`src/rtl/matrix_frame_ctrl.sv`:
```
// Frame controller for the 16x16 column-scan LED display: parses SYNC/payload/checksum
// packets into a double-buffered frame store and drives the column scan.
module matrix_frame_ctrl #(
    parameter int          CLK_FRE      = 50,
    parameter int          SCAN_HZ      = 2000,
    parameter int          IDLE_TIMEOUT = 100000,
    parameter logic [7:0]  SYNC_BYTE    = 8'hA5
) (
    input  logic        i_clk_sys,
    input  logic        i_rst,
    input  logic [7:0]  i_rx_data,
    input  logic        i_rx_valid,
    input  logic        i_rx_parity_err,
    output logic [15:0] o_col_data,
    output logic [3:0]  o_curr_col,
    output logic        o_frame_swap,
    output logic        o_frame_err,
    output logic        o_busy
);

    localparam int SCAN_PERIOD = CLK_FRE * 1_000_000 / SCAN_HZ;
    localparam int DIV_W       = (SCAN_PERIOD > 2) ? $clog2(SCAN_PERIOD) : 1;
    localparam int GAP_W       = $clog2(IDLE_TIMEOUT + 1);

    typedef enum logic [1:0] {
        ST_IDLE,
        ST_PAYLOAD,
        ST_CHECK
    } state_t;

    state_t             state_reg, state_next;
    logic [4:0]         idx_reg, idx_next;
    logic [7:0]         xor_reg, xor_next;
    logic [GAP_W-1:0]   gap_reg, gap_next;
    logic               swap_pending_reg;
    logic               front_sel_reg;
    logic [DIV_W-1:0]   div_reg;
    logic [3:0]         col_reg;
    logic [15:0]        col_data_reg;
    logic               frame_swap_reg;
    logic               frame_err_reg;

    logic               err_next;
    logic               pending_set;
    logic               wr_en;
    logic [5:0]         wr_addr;

    // Two 32-byte buffers; address bit 5 selects the buffer.
    logic [7:0]         frame_mem [0:63];

    logic               tick;
    logic [3:0]         col_next;
    logic               wrap_swap;
    logic               front_next;

    // ---------------------------------------------------------------
    // Receive FSM
    // ---------------------------------------------------------------
    always_ff @(posedge i_clk_sys) begin
        if (i_rst) begin
            state_reg     <= ST_IDLE;
            idx_reg       <= '0;
            xor_reg       <= '0;
            gap_reg       <= '0;
            frame_err_reg <= 1'b0;
        end else begin
            state_reg     <= state_next;
            idx_reg       <= idx_next;
            xor_reg       <= xor_next;
            gap_reg       <= gap_next;
            frame_err_reg <= err_next;
        end
    end

    always_comb begin
        state_next  = state_reg;
        idx_next    = idx_reg;
        xor_next    = xor_reg;
        gap_next    = gap_reg;
        err_next    = 1'b0;
        pending_set = 1'b0;
        wr_en       = 1'b0;
        case (state_reg)
            ST_IDLE: begin
                gap_next = '0;
                if (i_rx_valid && !i_rx_parity_err && (i_rx_data == SYNC_BYTE)
                        && !swap_pending_reg) begin
                    state_next = ST_PAYLOAD;
                    idx_next   = '0;
                    xor_next   = '0;
                end
            end
            ST_PAYLOAD, ST_CHECK: begin
                if (i_rx_valid) begin
                    gap_next = '0;
                    if (i_rx_parity_err) begin
                        err_next   = 1'b1;
                        state_next = ST_IDLE;
                    end else if (state_reg == ST_PAYLOAD) begin
                        wr_en    = 1'b1;
                        xor_next = xor_reg ^ i_rx_data;
                        idx_next = idx_reg + 5'd1;
                        if (idx_reg == 5'd31) begin
                            state_next = ST_CHECK;
                        end
                    end else begin
                        state_next = ST_IDLE;
                        if (i_rx_data == xor_reg) begin
                            pending_set = 1'b1;
                        end else begin
                            err_next = 1'b1;
                        end
                    end
                end else if (gap_reg == GAP_W'(IDLE_TIMEOUT - 1)) begin
                    // The counter reaches IDLE_TIMEOUT on this edge.
                    err_next   = 1'b1;
                    state_next = ST_IDLE;
                    gap_next   = '0;
                end else begin
                    gap_next = gap_reg + GAP_W'(1);
                end
            end
            default: begin
                state_next = ST_IDLE;
            end
        endcase
    end

    // ---------------------------------------------------------------
    // Frame store: writes always target the back buffer
    // ---------------------------------------------------------------
    assign wr_addr = {~front_sel_reg, idx_reg};

    always_ff @(posedge i_clk_sys) begin
        if (i_rst) begin
            for (int i = 0; i < 64; i++) begin
                frame_mem[i] <= '0;
            end
        end else if (wr_en) begin
            frame_mem[wr_addr] <= i_rx_data;
        end
    end

    // ---------------------------------------------------------------
    // Column scan and buffer swap
    // ---------------------------------------------------------------
    assign tick       = (div_reg == DIV_W'(SCAN_PERIOD - 1));
    assign col_next   = col_reg + 4'd1;
    assign wrap_swap  = tick && (col_next == 4'd0) && swap_pending_reg;
    assign front_next = front_sel_reg ^ wrap_swap;

    always_ff @(posedge i_clk_sys) begin
        if (i_rst) begin
            div_reg          <= '0;
            col_reg          <= '0;
            col_data_reg     <= '0;
            front_sel_reg    <= 1'b0;
            swap_pending_reg <= 1'b0;
            frame_swap_reg   <= 1'b0;
        end else begin
            div_reg        <= tick ? '0 : div_reg + DIV_W'(1);
            front_sel_reg  <= front_next;
            frame_swap_reg <= wrap_swap;
            if (tick) begin
                col_reg      <= col_next;
                col_data_reg <= {frame_mem[{front_next, col_next, 1'b0}],
                                 frame_mem[{front_next, col_next, 1'b1}]};
            end
            // A checksum accepted on a wrap edge is not yet pending, so the set cannot race the clear.
            if (wrap_swap) begin
                swap_pending_reg <= 1'b0;
            end
            if (pending_set) begin
                swap_pending_reg <= 1'b1;
            end
        end
    end

    assign o_col_data   = col_data_reg;
    assign o_curr_col   = col_reg;
    assign o_frame_swap = frame_swap_reg;
    assign o_frame_err  = frame_err_reg;
    assign o_busy       = (state_reg != ST_IDLE);

endmodule

```
`config.mk`:
```
export PLATFORM = sky130hd
export DESIGN_NAME = matrix_frame_ctrl
export DESIGN_NICKNAME = d
export VERILOG_FILES = /design/src/rtl/matrix_frame_ctrl.sv
export SDC_FILE = /design/constraint.sdc
export NUM_CORES = 1
export LEC_CHECK = 0
export BUFFER_PORTS_ARGS = -buffer_cell sky130_fd_sc_hd__buf_4
export CORE_ASPECT_RATIO = 0.8
export CORE_MARGIN = 2
export CORE_UTILIZATION = 70
export CTS_BUF_LIST = sky130_fd_sc_hd__clkbuf_4
export CTS_CLUSTER_SIZE = 20
export DETAILED_ROUTE_END_ITERATION = 6
export PLACE_DENSITY = 0.94
export SYNTH_ARGS = -nofsm -noshare
export SYNTH_HDL_FRONTEND = slang
export SYNTH_SLANG_ARGS = --single-unit
```
`constraint.sdc`:
```
create_clock -name i_clk_sys -period 4.15 [get_ports i_clk_sys]
set_input_delay 0.415 -clock i_clk_sys [delete_from_list [all_inputs] [get_ports i_clk_sys]]
set_output_delay 0.415 -clock i_clk_sys [all_outputs]
set_load 0.02 [all_outputs]
```
==> flow_metrics.py, run 1 <==
metrics = {
    "floorplan": {
        "core_area_um2": 37300,
        "initial_core_util": 0.714,
        "ios": 35,
        "die_y_um": 178,
        "rows": 63,
        "die_x_um": 222,
        "die_area_um2": 39600,
    },
    "place": {
        "dp_hpwl_um": 39900,
        "port_buffers": 34,
        "place_congestion": 0.835,
    },
    "power": {
        "p_leak_nw": 10.2,
        "power_density_nw_per_um2": 411,
        "ir_worst_vdd_v": 0.000341,
        "finalPower_mw": 12.0,
    },
    "clocking": {
        "cts.root.buffer_cell": "clkbuf_4",
        "clk_path_buf_depth": 3,
        "htreeDepth": 4,
        "numClockSinks": 583,
        "post_cts_buffers": 0,
        "cts_tree": "done",
        "cts_buffers": 139,
        "clkTransAtPathRegs_ps": 70,
        "insertion_delay_ps": 870,
    },
    "synth": {
        "yosys_warnings": 0,
        "synth_top_family_by_area": "simple AND/OR/NAND/NOR gates",
        "ys_types": 49,
        "synth_nets": 1906,
        "synth_compound_area_frac": 0.0337,
        "synth_seq_area_share": 0.631,
        "synth_fa_ha_area_frac": 0.00470,
        "synthXorXnorAreaFrac": 0.0125,
        "synth_area_leaders": "edfxtp_1 58%, and2_1 12%, mux4_2 11%",
        "avgSynthCellArea_um2": 14.1,
        "synth_common_cells": "518 x and2_1, 512 x edfxtp_1, 128 x mux4_2, 128 x nor2_1, 105 x clkbuf_1",
        "syn_inst": 1884,
        "syn_area_um2": 26600,
        "yosysTopAreaCell": "edfxtp_1",
        "synth-edff-count": 512,
        "synth_most_common_cell": "and2_1",
        "synthArstFlopShare": 0,
        "synth_mux_area_frac": 0.109,
        "yosys.area_share.simple": 0.189,
        "ys.flop_type": "edfxtp_1",
        "synth-seq-cells": 583,
        "synth_top_area_frac": 0.578,
    },
    "timing": {
        "setup_tns_ps": 0,
        "finalCritPeriodShare": 0.862,
        "slew-limit-headroom": 0.123,
        "setup_viol": 0,
        "tightest_slew_ps": 1310,
        "finClkSkew_ps": 33.1,
        "rsz0062_at_grt": "false",
        "min_period_ps": 3580,
        "final_max_slew_viol_count": 0,
        "max_freq_ghz": 0.280,
        "final-hold-violation-count": 0,
    },
    "grt": {
        "grt_pass1_wl_um": 99900,
        "grt_start_max_net_pins": 91,
        "first_global_vias": 16900,
        "grt_use_total": 0.343,
        "antenna_found_initial": 1,
        "grt_overflow_total": 0,
    },
    "run": {
        "max-cap-violations": 0,
    },
    "min_path": {
        "min_from": "i_rx_data[3]",
        "hp-class": "primary input to flip-flop",
        "holdPathEnd": "xor_reg[3]",
        "hold-path-cell-count": 4,
    },
    "worst_setup_path": {
        "crit_chain": "inv_1 -> ha_1 -> nand4b_1 -> nor3_1 -> nand3_1 -> nor2_1 -> or2_2",
        "r2r_end": "frame_mem[54][1]",
        "critPathCaptureType": "flip-flop",
        "r2r_slack_ps": 570,
        "cp.required_ps": 4670,
        "critPathBufInv": 1,
        "r2r-start": "state_reg[0]",
        "worstPathMaxFanout": 9,
        "critPathArrivalTime_ps": 4100,
        "cp-start-kind": "flip-flop",
        "r2r_cells": 7,
        "path_class": "flip-flop to flip-flop",
        "critPathLaunch": "state_reg[0]",
        "cpPeakStageDelay_ps": 620,
        "crit_slowest_cell": "nand3_1",
        "crit_family": "simple AND/OR/NAND/NOR gates",
    },
    "routing": {
        "drt-total-wl_um": 65600,
        "dr.pass1.iters": 6,
        "via_per_inst": 6.65,
        "ant_nets": 0,
        "drc_errors": 0,
        "drt_iter0_drc": 2615,
        "wl_per_cell_um": 25.7,
        "vias": 16900,
    },
    "final_layout": {
        "final_layout_size_suffix_gt1_frac": 0.234,
        "seq_area_um2": 16800,
        "finalNetCount": 1981,
        "n_fill_cell": 1905,
        "largest_reg_flops": 512,
        "area_delta_synth_final_pct": 9.27,
        "multi_input_comb_area_um2": 9310,
    },
    "outcome": {
        "run_status": "finished clean",
    },
}
[layer usage]
| metal | part of all wire | vias to the layer above | track usage |
|---|---|---|---|
| li1 | - | 7115 | - |
| met1 | 0.35 | 8257 | 0.459 |
| met2 | 0.47 | 1381 | 0.533 |
| met3 | 0.14 | 193 | 0.101 |
| met4 | 0.038 | 0 | 0.151 |
| met5 | 0 | - | 0 |
[stage by stage]
stage / hold WS, ps / setup slack, ps / utilization / instances / cell area (um^2)
after global placement: 442 / 1040 / 0.730 / 2301 / 27200
final: 325 / 574 / 0.780 / 2550 / 29100
after floorplan: 430 / 1680 / - / 1884 / 26600
after detailed placement: 451 / 787 / 0.730 / 2301 / 27200
after CTS: 274 / 695 / 0.780 / 2549 / 29100
after global routing: 312 / 277 / 0.780 / 2550 / 29100
[layout make-up]
type / count / share of cell area
flip-flops and latches: 583 / 0.578
multi-input cells: 1162 / 0.320
clock buffers: 200 / 0.0516
well taps: 487 / 0.0209
repair buffers: 63 / 0.0179
clock inverters: 44 / 0.0105
inverters: 10 / 0.00129
diodes: 1 / 0.0000860
[worst max-delay path by stage]
stage | endpoint | cells after the start
detailed placement | frame_mem[54][4] | 7
floorplan | frame_mem[62][0] | 7
global placement | frame_mem[38][5] | 7
finish | frame_mem[54][1] | 7
CTS | frame_mem[54][1] | 7
global route | frame_mem[54][2] | 7
[report_power, final]
group          total [mW]  switching [mW]  leakage, nW  internal (mW)
Combinational       0.440           0.295         3.56          0.144
Clock                4.83            2.30         1.07           2.53
Sequential           6.70           0.105         5.53           6.59
[worst reg2reg max path, cell delays in order (launching register included)]
cell and delay (ps):
dfxtp_1 370, inv_1 90, ha_1 390, nand4b_1 300, nor3_1 520, nand3_1 620, nor2_1 620, or2_2 340
[cells in the final DEF (no fill, tap or decap), types with 13 or more instances in the layout]
cell type | synthesis | final
a21oi_1 | 14 | 13
a22oi_1 | 64 | 64
a32o_1 | 16 | 16
and2_1 | 518 | 518
buf_4 | 1 | 56
clkbuf_4 | 0 | 200
clkinv_1 | 0 | 28
dfxtp_1 | 71 | 70
edfxtp_1 | 512 | 512
mux4_2 | 128 | 128
nand2_1 | 36 | 36
nand3_1 | 29 | 29
nand3b_1 | 20 | 20
nand4_1 | 16 | 16
nor2_1 | 128 | 127
o21ai_0 | 21 | 21
or2_2 | 65 | 65
xnor2_1 | 20 | 19
xor2_1 | 18 | 18
[what timing repair did]
| item | in CTS | in global routing |
|---|---|---|
| hold buffers | 4 | 0 |
| gates resized for setup | 0 | 0 |
| hold endpoints to repair | 4 | 0 |
[cell families (layout without fill, tap and decap cells)]
kind of cell	Yosys count	after routing
muxes	129	129
and+or+nand+nor	859	859
AOI/OAI and AO/OA	126	126
DFF	583	583
buffers and inverters	139	317
other	0	1
adders and majority gates	10	10
xor gates and xnor gates	38	38
Power figures use the tool's default switching activity.
==> inputs of run 2 (changes only) <==
--- a/config.mk
+++ b/config.mk
@@ -8,11 +8,11 @@
 export BUFFER_PORTS_ARGS = -buffer_cell sky130_fd_sc_hd__buf_4
 export CORE_ASPECT_RATIO = 0.8
 export CORE_MARGIN = 2
-export CORE_UTILIZATION = 70
+export CORE_UTILIZATION = 50
 export CTS_BUF_LIST = sky130_fd_sc_hd__clkbuf_4
 export CTS_CLUSTER_SIZE = 20
 export DETAILED_ROUTE_END_ITERATION = 6
-export PLACE_DENSITY = 0.94
+export PLACE_DENSITY = 0.73
 export SYNTH_ARGS = -nofsm -noshare
 export SYNTH_HDL_FRONTEND = slang
 export SYNTH_SLANG_ARGS = --single-unit
==> run 2 against run 1 <==
Against the previous run: critical path depth unchanged; setup slack improved by 64 ps; sequential share of layout area fell by 0.52 points; non-clock buffer count up 10; hold slack worse by 120 ps; flip-flop and latch count unchanged; critical endpoint is now frame_mem[58][2]; largest cell class unchanged; largest power group unchanged.
==> flow_metrics.py, run 2 (same netlist as run 1, synthesis figures left out) <==
metrics = {
    "outcome": {
        "run_status": "finished clean",
    },
    "final_layout": {
        "finalNetCount": 1991,
        "n_fill_cell": 4196,
        "layout.cells.most_common": "and2_1",
        "largest_reg_flops": 512,
        "fin_cells": 2778,
        "most-common-layout-cells": "518 x and2_1, 512 x edfxtp_1, 201 x clkbuf_4",
        "area_delta_synth_final_pct": 10.3,
        "final_layout_size_suffix_gt1_frac": 0.238,
    },
    "place": {
        "dp_hpwl_um": 39600,
        "port_buffers": 34,
        "place_congestion": 0.837,
        "dp_cells": 2517,
    },
    "floorplan": {
        "ios": 35,
        "die_y_um": 210,
        "rows": 75,
        "initial_core_util": 0.507,
        "die_area_um2": 55100,
        "core_area_um2": 52600,
        "die_x_um": 262,
    },
    "power": {
        "ir_worst_vdd_v": 0.000212,
        "power_density_nw_per_um2": 401,
        "p_leak_nw": 10.2,
    },
    "timing": {
        "finClkSkew_ps": 46.1,
        "setup_viol": 0,
        "finalCritPeriodShare": 0.846,
        "tightest_slew_ps": 1010,
        "rsz0062_at_grt": "false",
        "max_freq_ghz": 0.285,
        "final_max_slew_viol_count": 0,
        "setup_tns_ps": 0,
        "final-hold-violation-count": 0,
        "min_period_ps": 3510,
        "slew-limit-headroom": 0.325,
    },
    "routing": {
        "drt-total-wl_um": 64600,
        "vias": 16200,
        "drc_errors": 0,
        "drt_iter0_drc": 1719,
        "via_per_inst": 5.83,
        "dr.pass1.iters": 6,
        "ant_nets": 0,
        "wl_per_cell_um": 23.3,
    },
    "clocking": {
        "insertion_delay_ps": 890,
        "numClockSinks": 583,
        "htreeDepth": 4,
        "cts.root.buffer_cell": "clkbuf_4",
        "clkTransAtPathRegs_ps": 60,
        "clk_path_buf_depth": 3,
        "cts_buffers": 139,
        "cts_tree": "done",
        "cts.repair.resized": 0,
    },
    "run": {
        "max-cap-violations": 0,
    },
    "worst_setup_path": {
        "cp-start-kind": "flip-flop",
        "worstPathMaxFanout": 9,
        "path_class": "flip-flop to flip-flop",
        "cp.required_ps": 4700,
        "critPathCaptureType": "flip-flop",
        "critPathArrivalTime_ps": 4060,
    },
    "grt": {
        "antenna_found_initial": 4,
        "grt_start_max_net_pins": 92,
        "grt_overflow_total": 0,
        "grt_pass1_wl_um": 97500,
        "first_global_vias": 16000,
        "grt_use_total": 0.241,
    },
    "min_path": {
        "hp-class": "primary input to flip-flop",
    },
}
-- run 2: cell count changes in the layout (fill, tap and decap cells not counted), sizes merged --
cell / previous run / this run
diode: 1 / 6
clkbuf: 200 / 201
clkinvlp: 2 / 4
inv: 17 / 19
buf: 59 / 69
bufinv: 5 / 1
clkinv: 30 / 36
-- run 2: path summary, 6_finish.rpt --
kind	startpoint	to	slack (ps)	depth (start not counted)
max	state_reg[0]	frame_mem[58][2]	640	7
min	i_rx_data[5]	xor_reg[5]	210	3
max reg2reg	state_reg[0]	frame_mem[58][2]	640	7
min reg2reg	div_reg[0]	div_reg[0]	470	1
-- run 2: repair_timing --
item,4_1_cts,5_1_grt
setup buffers,0,0
endpoints found under the hold margin,7,0
hold buffers,4,0
-- run 2: critical path, cell delays in order (launching register included) --
cell and delay (ps):
dfxtp_1 370, inv_1 90, ha_1 380, nand4b_1 310, nor3_1 590, nand2_1 600
nor2_1 560, or2_2 320
-- run 2: layout make-up --
cell class	instances	area [um^2]	share of cell area
clock inverter	50	233	0.00793
tap	693	867	0.0295
timing repair buffer	73	583	0.0199
inverter	10	37.5	0.00128
multi-input combinational	1162	9310	0.317
sequential	583	16800	0.572
antenna	6	15.0	0.000512
clock buffer	201	1510	0.0514
-- run 2: per-stage QoR --
stage	hold slack, ps	instance area, um^2	power, mW	util	worst slack [ps]
finish	205	29400	11.8	0.559	638
detailed placement	467	27600	7.25	0.524	733
global route	176	29400	12.2	0.559	354
CTS	154	29300	11.8	0.558	711
global placement	443	27600	7.23	0.524	878
floorplan	430	26600	7.04	-	1680
-- run 2: per-layer routing --
metal  global-route usage  up-vias  part of all wire
met5                    0        -           0.00020
met4               0.0641        2             0.017
met3               0.0895       96              0.13
met2                0.344      914              0.44
met1                0.348     8023              0.42
li1                     -     7149                 -
-- run 2: power breakdown --
| group | switching (mW) | internal (mW) |
|---|---|---|
| clock network | 2.33 | 2.30 |
| registers | 0.0912 | 6.59 |
| logic | 0.305 | 0.144 |
| total | 2.72 | 9.04 |
